<file path="src/rtl/pad_rx_pkg.sv">
// Shared pin-count and debounce-width constants plus vector types for the pad receive capture block.
package pad_rx_pkg;

  localparam int PAD_NPINS = 9;
  localparam int PAD_DBW   = 8;

  typedef logic [PAD_NPINS-1:0] pad_vec_t;
  typedef logic [PAD_DBW-1:0]   pad_db_t;

endpackage

</file>
<file path="src/rtl/pad_rx_capture_if.sv">
// Control/status bundle for one padring side's receive capture: raw pins and config in, level/status/irq out.
interface pad_rx_capture_if;
  import pad_rx_pkg::*;

  pad_vec_t din;
  pad_vec_t ie;
  pad_db_t  db_limit;
  pad_vec_t rise_en;
  pad_vec_t fall_en;
  pad_vec_t clr;
  pad_vec_t value;
  pad_vec_t status;
  logic     irq;

  modport master (
    output din, ie, db_limit, rise_en, fall_en, clr,
    input  value, status, irq
  );

  modport slave (
    input  din, ie, db_limit, rise_en, fall_en, clr,
    output value, status, irq
  );

endinterface

</file>
<file path="src/rtl/pad_rx_debounce.sv">
// Single-pin debouncer: value follows s once s has differed for db_limit+1 consecutive cycles.
// PAD_RX_DEBOUNCE_EN selects the counting filter; otherwise value simply registers s every cycle.
module pad_rx_debounce
  import pad_rx_pkg::*;
#(
  parameter int DBW = PAD_DBW
) (
  input  logic           clk,
  input  logic           rst,
  input  logic           s_i,
  input  logic [DBW-1:0] db_limit_i,
  output logic           value_o,
  output logic           upd_o
);

  logic value_q, value_d;

`ifdef PAD_RX_DEBOUNCE_EN
  logic [DBW-1:0] cnt_q, cnt_d;

  // db_limit is compared live, so lowering it below an in-flight count commits on the next edge
  always_comb begin
    value_d = value_q;
    cnt_d   = cnt_q;
    upd_o   = 1'b0;
    if (s_i == value_q) begin
      cnt_d = '0;
    end else if (cnt_q >= db_limit_i) begin
      value_d = s_i;
      cnt_d   = '0;
      upd_o   = 1'b1;
    end else begin
      cnt_d = cnt_q + 1'b1;
    end
  end

  always_ff @(posedge clk) begin
    if (rst) begin
      value_q <= 1'b0;
      cnt_q   <= '0;
    end else begin
      value_q <= value_d;
      cnt_q   <= cnt_d;
    end
  end
`else
  logic unused_db_limit;
  assign unused_db_limit = ^db_limit_i;

  always_comb begin
    value_d = s_i;
    upd_o   = s_i ^ value_q;
  end

  always_ff @(posedge clk) begin
    if (rst) begin
      value_q <= 1'b0;
    end else begin
      value_q <= value_d;
    end
  end
`endif

  assign value_o = value_q;

endmodule

</file>
<file path="src/rtl/pad_rx_capture.sv">
// Per-side pad receive capture: sync + ie mask, per-pin debounce, W1C edge status and level irq.
// Debounce filtering is built only with PAD_RX_DEBOUNCE_EN; status/irq behave the same either way.
module pad_rx_capture
  import pad_rx_pkg::*;
#(
  parameter int NPINS       = PAD_NPINS,
  parameter int SYNC_STAGES = 2,
  parameter int DBW         = PAD_DBW
) (
  input  logic        clk,
  input  logic        rst,
  pad_rx_capture_if.slave bus
);

  logic [NPINS-1:0] sync_q [SYNC_STAGES];
  logic [NPINS-1:0] s;
  logic [NPINS-1:0] upd;
  logic [NPINS-1:0] value;
  logic [NPINS-1:0] rise;
  logic [NPINS-1:0] fall;
  logic [NPINS-1:0] status_d, status_q;

  always_ff @(posedge clk) begin
    if (rst) begin
      for (int k = 0; k < SYNC_STAGES; k++) sync_q[k] <= '0;
    end else begin
      sync_q[0] <= bus.din;
      for (int k = 1; k < SYNC_STAGES; k++) sync_q[k] <= sync_q[k-1];
    end
  end

  // ie is already in the clk domain, so masking after the synchronizer adds no latency
  assign s = sync_q[SYNC_STAGES-1] & bus.ie;

  for (genvar i = 0; i < NPINS; i++) begin : g_pin
    pad_rx_debounce #(.DBW(DBW)) u_db (
      .clk        (clk),
      .rst        (rst),
      .s_i        (s[i]),
      .db_limit_i (bus.db_limit),
      .value_o    (value[i]),
      .upd_o      (upd[i])
    );
  end

  assign rise = ~value & upd &  s;
  assign fall =  value & upd & ~s;

  // a new event outranks a same-cycle clear of the same bit
  always_comb begin
    status_d = (status_q & ~bus.clr) | (rise & bus.rise_en) | (fall & bus.fall_en);
  end

  always_ff @(posedge clk) begin
    if (rst) begin
      status_q <= '0;
    end else begin
      status_q <= status_d;
    end
  end

  assign bus.value  = value;
  assign bus.status = status_q;
  assign bus.irq    = |status_q;

endmodule
</file>
<file path="src/flat_wrapper.sv">
// flat-port wrapper written by rule: the top's interface ports become plain ports
module pad_rx_capture_flat import pad_rx_pkg::*;
#(
  parameter int NPINS       = PAD_NPINS,
  parameter int SYNC_STAGES = 2,
  parameter int DBW         = PAD_DBW
)
  (clk, rst, bus_din, bus_ie, bus_db_limit, bus_rise_en, bus_fall_en, bus_clr, bus_value, bus_status, bus_irq);
  pad_rx_capture_if bus_i ();
  input  logic clk;
  input  logic rst;
  input wire logic [$bits(bus_i.din)-1:0] bus_din;
  input wire logic [$bits(bus_i.ie)-1:0] bus_ie;
  input wire logic [$bits(bus_i.db_limit)-1:0] bus_db_limit;
  input wire logic [$bits(bus_i.rise_en)-1:0] bus_rise_en;
  input wire logic [$bits(bus_i.fall_en)-1:0] bus_fall_en;
  input wire logic [$bits(bus_i.clr)-1:0] bus_clr;
  output wire logic [$bits(bus_i.value)-1:0] bus_value;
  output wire logic [$bits(bus_i.status)-1:0] bus_status;
  output wire logic [$bits(bus_i.irq)-1:0] bus_irq;
  assign bus_i.din = bus_din;
  assign bus_i.ie = bus_ie;
  assign bus_i.db_limit = bus_db_limit;
  assign bus_i.rise_en = bus_rise_en;
  assign bus_i.fall_en = bus_fall_en;
  assign bus_i.clr = bus_clr;
  assign bus_value = bus_i.value;
  assign bus_status = bus_i.status;
  assign bus_irq = bus_i.irq;
  pad_rx_capture #(.NPINS(NPINS), .SYNC_STAGES(SYNC_STAGES), .DBW(DBW)) u_core (.clk(clk), .rst(rst), .bus(bus_i));
endmodule
</file>
<file path="config.mk">
export PLATFORM = sky130hd
export DESIGN_NAME = pad_rx_capture_flat
export DESIGN_NICKNAME = d
export VERILOG_FILES = /design/src/rtl/pad_rx_pkg.sv /design/src/rtl/pad_rx_capture_if.sv /design/src/rtl/pad_rx_debounce.sv /design/src/rtl/pad_rx_capture.sv /design/src/flat_wrapper.sv
export SDC_FILE = /design/constraint.sdc
export NUM_CORES = 1
export LEC_CHECK = 0
export CAP_MARGIN = 40
export CORE_ASPECT_RATIO = 0.8
export CORE_MARGIN = 4
export CORE_UTILIZATION = 35
export DETAILED_ROUTE_END_ITERATION = 10
export PLACE_DENSITY = 0.75
export SYNTH_ARGS = -nofsm -noshare
export SYNTH_HDL_FRONTEND = slang
export SYNTH_SLANG_ARGS = --single-unit
</file>
<file path="constraint.sdc">
create_clock -name clk -period 0.8 [get_ports clk]
set_input_delay 0.16 -clock clk [delete_from_list [all_inputs] [get_ports clk]]
set_output_delay 0.16 -clock clk [all_outputs]
set_load 0.03 [all_outputs]
</file>
==> results of run 1 <==
==> routing by layer <==
| layer | part of all wire [%] | vias to the layer above |
|---|---|---|
| met3 | 7.3 | 2 |
| met5 | 0 | - |
| met2 | 55 | 42 |
| met1 | 37 | 538 |
| li1 | - | 594 |
| met4 | 0.56 | 0 |
==> what timing repair did <==
action / 4_1_cts / 5_1_grt
resized for setup: 50 / 9
pin swaps: 8 / 3
setup buffers: 4 / 7
endpoints found under the setup margin: 27 / 28
==> stage by stage <==
stage                     TNS (ns)  instance area, um2  power [uW]
after detailed placement     -4.95                2170        2440
after floorplan             -0.203                1440        2130
after global routing         -4.95                2530        4140
after CTS                    -4.12                2460        4010
final                        -4.09                2530        3980
after global placement       -4.48                2170        2430
==> worst max-delay path, stage by stage (launching register included) <==
cell and delay (ns):
dfxtp_2 0.34, nor4_4 0.27, nand3_2 0.11, buf_6 0.15
==> sequential cells by signal, indices dropped and copies added (netlist names) <==
name	flops
u_core.bus.status	9
u_core.sync_q	18
u_core.g_pin.u_db.value_o	9
==> area by class of cell <==
| type | count | area [um2] | area share (%) |
|---|---|---|---|
| repair buffers | 95 | 976 | 38.5 |
| flip-flops and latches | 36 | 748 | 29.5 |
| multi-input cells | 75 | 628 | 24.8 |
| clock buffers | 6 | 72.6 | 2.87 |
| well taps | 55 | 68.8 | 2.72 |
| clock inverters | 2 | 35.0 | 1.38 |
| inverters | 1 | 3.75 | 0.148 |
==> final timing paths <==
check	startpoint	to	slack (ns)	cells past startpoint
max	u_core.bus.status[3]	bus_irq	-0.50	3
min	rst	u_core.bus.status[0]	0.26	3
max reg2reg	u_core.bus.status[7]	u_core.bus.status[7]	-0.08	4
min reg2reg	u_core.sync_q[0][8]	u_core.sync_q[0][17]	0.43	1
==> power by group <==
part	leakage (uW)	total (uW)	internal [uW]	switching, uW
Combinational	0.000632	577	378	199
Clock	0.0000552	1520	924	595
Sequential	0.000304	1880	1850	30.7
==> Yosys cell counts <==
cell type  number
nor2b_2         2
buf_4           9
nor2b_1        16
a32oi_1         1
nor3_1          1
dfxtp_1        36
a21oi_1         1
nand2b_1        8
nand3_1         9
nor2_1         10
inv_1           1
nand4b_1        9
buf_6           3
a31oi_4         8
nor4_1          1
nand2_1         9
buf_12          1
==> logic make-up (layout without fill, tap and decap cells) <==
group           after synthesis  in the layout  share of synthesized area, %
buf+inv                      14            104                          8.91
compound gates               10             10                          13.1
flops                        36             36                          51.3
simple gates                 65             65                          26.6
==> results.yml, run 1 <==
global_route:
  met2_usage_pct: 26.1
  overflow: 0
  gr-usage-met1_pct: 14.8
  grt_max_degree: 21
  grt_pass1_vias: 1267
  grt_busiest_layer: "met2"
  grtUsageMet3_pct: 5.42
  grt_pass1_wl_um: 5580
  grt.total_usage_pct: 14.0
  grt_antenna_before_repair: 0
placed_design:
  placed_cells: 253
  hpwl_um: 2610
  place_ws_ns: -0.678
  gp_congestion: 0.779
  numPortBuffers: 65
cts:
  numClockSinks: 36
  h-tree-depth: 2
  path_clk_slew_ns: 0.07
  clockBufferDepth: 2
  root_buffer: "clkbuf_8"
  clk_latency_ns: 0.28
  ctsHoldBuffers: 0
  cts_tree: "done"
  cts_made_buffers: 5
final_layout:
  fin_util_pct: 66.1
  layout.nets: 269
  fin_cells: 270
  fill_cells: 298
  most-common-layout-cells: "45 x clkdlybuf4s50_1, 34 x buf_6, 18 x dfxtp_1"
  areaGrowthSynthToFinish_pct: 80.4
  drive_gt1_share_pct: 43.7
  mostFrequentLayoutCell: "clkdlybuf4s50_1"
  antenna_cells: 0
sta:
  setup_violations: 26
  min_period_ns: 1.30
  rsz0062_at_grt: "true"
  setup_ws_ns: -0.502
  hold_viol: 0
  finalCritPeriodShare_pct: 163
  slew_viol_final: 0
  clock_skew_ns: 0.00235
  fmax_mhz: 768
  hold_slack_ns: 0.264
  relSlewSlack_pct: 86.4
  worstMarginPinSlew_ns: 0.202
die:
  core.rowCount: 20
  die_area_um2: 5090
  core_area_um2: 3830
  start_util_pct: 36.7
  dieHeight_um: 64.6
  die_w_um: 78.8
  io_pins: 74
detailed_routing:
  routed_via_density: 4.36
  vias: 1176
  totalWireLength_um: 3410
  drc_errors: 0
  dr.first_iter.drc_count: 20
  antenna_left: 0
  wire_per_inst_um: 12.6
  dr.pass1.iters: 5
status:
  violations: "setup timing"
  outcome: "complete, but fails checks"
yosys:
  yosys_warnings: 0
  synth_seq_cells: 36
  syn_inst: 125
  seq_area_frac_synth_pct: 51.3
  syn_area_um2: 1400
  synth_fp_nets: 180
  synth_top_area_share_pct: 51.3
  synth_area_leaders: "dfxtp_1 51%, a31oi_4 12%, nor2b_1 7.1%, nand4b_1 5.6%, buf_4 4.8%"
  postSynthAreaPerCell_um2: 11.2
  synth_top_area_cell: "dfxtp_1"
  ys_types: 17
setup_path:
  crit_required_ns: 0.64
  worstPathArrival_ns: 1.14
  critPathMaxFanout: 2
  worst_setup_path_start_kind: "flip-flop"
  path_class: "reg -> out"
  cp-end-kind: "output pin"
run:
  maxCapViolCount: 0
power_and_ir_drop:
  p_leak_uw: 0.000991
  powerDensity_nw_per_um2: 1570
  peakVddDrop_mv: 1.09
min_path:
  worstHoldPathType: "in -> reg"
No activity file was read; power rests on OpenSTA's default activity.
==> run 2, diff against run 1 <==
--- a/config.mk
+++ b/config.mk
@@ -5,7 +5,7 @@
 export SDC_FILE = /design/constraint.sdc
 export NUM_CORES = 1
 export LEC_CHECK = 0
-export CAP_MARGIN = 40
+export CAP_MARGIN = 20
 export CORE_ASPECT_RATIO = 0.8
 export CORE_MARGIN = 4
 export CORE_UTILIZATION = 35
==> results of run 2 <==
Same layout as run 1: the final DEF is identical, and so are final timing and power.
==> run 3, diff against run 2 <==
--- a/config.mk
+++ b/config.mk
@@ -11,6 +11,7 @@
 export CORE_UTILIZATION = 35
 export DETAILED_ROUTE_END_ITERATION = 10
 export PLACE_DENSITY = 0.75
+export SKIP_CTS_REPAIR_TIMING = 1
 export SYNTH_ARGS = -nofsm -noshare
 export SYNTH_HDL_FRONTEND = slang
 export SYNTH_SLANG_ARGS = --single-unit
==> results.yml, run 3 (synthesis gave the netlist of run 1 again) <==
sta:
  fmax_mhz: 763
  worstMarginPinSlew_ns: 0.224
  setup_ws_ns: -0.510
  hold_slack_ns: 0.242
  min_period_ns: 1.31
  relSlewSlack_pct: 85.0
  rsz0062_at_grt: "true"
  setup_violations: 24
  finalSetupTns_ns: -3.84
  clock_skew_ns: 0.00308
  hold_viol: 0
  slew_viol_final: 0
  finalCritPeriodShare_pct: 164
placed_design:
  hpwl_um: 2610
  gp_congestion: 0.779
  numPortBuffers: 65
  placed_cells: 253
  dpl_cell_area_um2: 2170
detailed_routing:
  routed_via_density: 4.34
  wire_per_inst_um: 12.9
  dr.first_iter.drc_count: 25
  drc_errors: 0
  dr.pass1.iters: 2
  totalWireLength_um: 3430
  antenna_left: 0
  vias: 1150
setup_path:
  worstPathArrival_ns: 1.15
  cp_slowest_cell: "dfxtp_2"
  crit_path_max_incr_delay_ns: 0.34
  worst_setup_path_start_kind: "flip-flop"
  critPathMaxFanout: 2
  path_class: "reg -> out"
  crit_required_ns: 0.64
  cp-end-kind: "output pin"
  worstPathCellList: "nor4_4, nand3_2, buf_6"
power_and_ir_drop:
  p_int_uw: 3140
  powerDensity_nw_per_um2: 1590
  peakVddDrop_mv: 1.08
  power_frac_clock_pct: 38.3
  p_leak_uw: 0.000971
  p_sw_uw: 826
  pwr-share-comb_pct: 14.3
  p_sw_share_pct: 20.8
  seqPwrFrac_pct: 47.4
final_layout:
  drive_gt1_share_pct: 43.8
  fin_util_pct: 65.1
  largest_reg_flops: 18
  mostFrequentLayoutCell: "clkdlybuf4s50_1"
  stdcell_area_um2: 2490
  antenna_cells: 0
  fill_cells: 300
  layout.nets: 264
  fin_cells: 265
  most-common-layout-cells: "44 x clkdlybuf4s50_1, 30 x buf_6, 17 x dfxtp_2, 17 x dfxtp_1, 16 x nor2b_1"
  areaGrowthSynthToFinish_pct: 77.6
  regMostFlops: "u_core.sync_q"
global_route:
  grt_max_degree: 21
  grt_antenna_before_repair: 0
  overflow: 0
  grt_pass1_vias: 1206
  grt_pass1_wl_um: 5200
  grt.total_usage_pct: 12.9
run:
  maxCapViolCount: 0
status:
  outcome: "complete, but fails checks"
  violations: "setup timing"
min_path:
  worstHoldPathType: "in -> reg"
die:
  io_pins: 74
  core_area_um2: 3830
  die_w_um: 78.8
  core.rowCount: 20
  start_util_pct: 36.7
  die_area_um2: 5090
  dieHeight_um: 64.6
cts:
  clockBufferDepth: 2
  cts_tree: "done"
  h-tree-depth: 2
  clk_latency_ns: 0.28
  numClockSinks: 36
  path_clk_slew_ns: 0.07
  root_buffer: "clkbuf_8"
  cts_made_buffers: 5
## run 3: area by class of cell
type / count / area (um2) / area share [%]
Timing Repair Buffer: 90 / 926 / 37.1
Sequential cell: 36 / 749 / 30.1
Tap cell: 55 / 68.8 / 2.76
Multi-Input combinational cell: 75 / 638 / 25.6
Clock buffer: 6 / 72.6 / 2.91
Clock inverter: 2 / 35.0 / 1.40
Inverter: 1 / 3.75 / 0.151
## run 3: routing by layer
metal	vias to the layer above	share of wire, %	wire [um]	GRT usage, %
met5	-	0	0	0
met4	0	1.2	40	3.28
met3	6	7.3	250	5.42
met2	37	54	1840	24.5
met1	526	38	1300	13.1
li1	581	-	-	-
## run 3: worst paths after layout
| kind | start | endpoint | slack [ns] | cells after the start |
|---|---|---|---|---|
| setup / recovery | u_core.bus.status[3] | bus_irq | -0.51 | 3 |
| setup reg to reg | u_core.bus.status[2] | u_core.bus.status[2] | -0.05 | 4 |
| hold reg to reg | u_core.sync_q[0][8] | u_core.sync_q[0][17] | 0.43 | 1 |
| hold / removal | bus_ie[7] | u_core.bus.status[7] | 0.24 | 3 |
## run 3: critical path: cells and delay by family, from the launching register on
kind                   cells  cell delay [ns]
and+or+nand+nor            2             0.39
DFF                        1             0.34
buffers and inverters      1             0.15
## run 3: per-stage QoR
| stage | total power (uW) | setup slack, ns |
|---|---|---|
| 3_3_place_gp | 2430 | -0.686 |
| 5_1_grt | 4130 | -0.580 |
| 6_report | 3970 | -0.510 |
| 3_5_place_dp | 2440 | -0.678 |
| 2_1_floorplan | 2130 | -0.203 |
| 4_1_cts | 3970 | -0.993 |
## run 3: power by group through the flow
stage	registers [uW]	logic, uW	clock network, uW
2_1_floorplan	1930	194	0
3_3_place_gp	1920	513	0
3_5_place_dp	1920	521	0
4_1_cts	1880	522	1570
5_1_grt	1890	603	1640
6_report	1880	568	1520
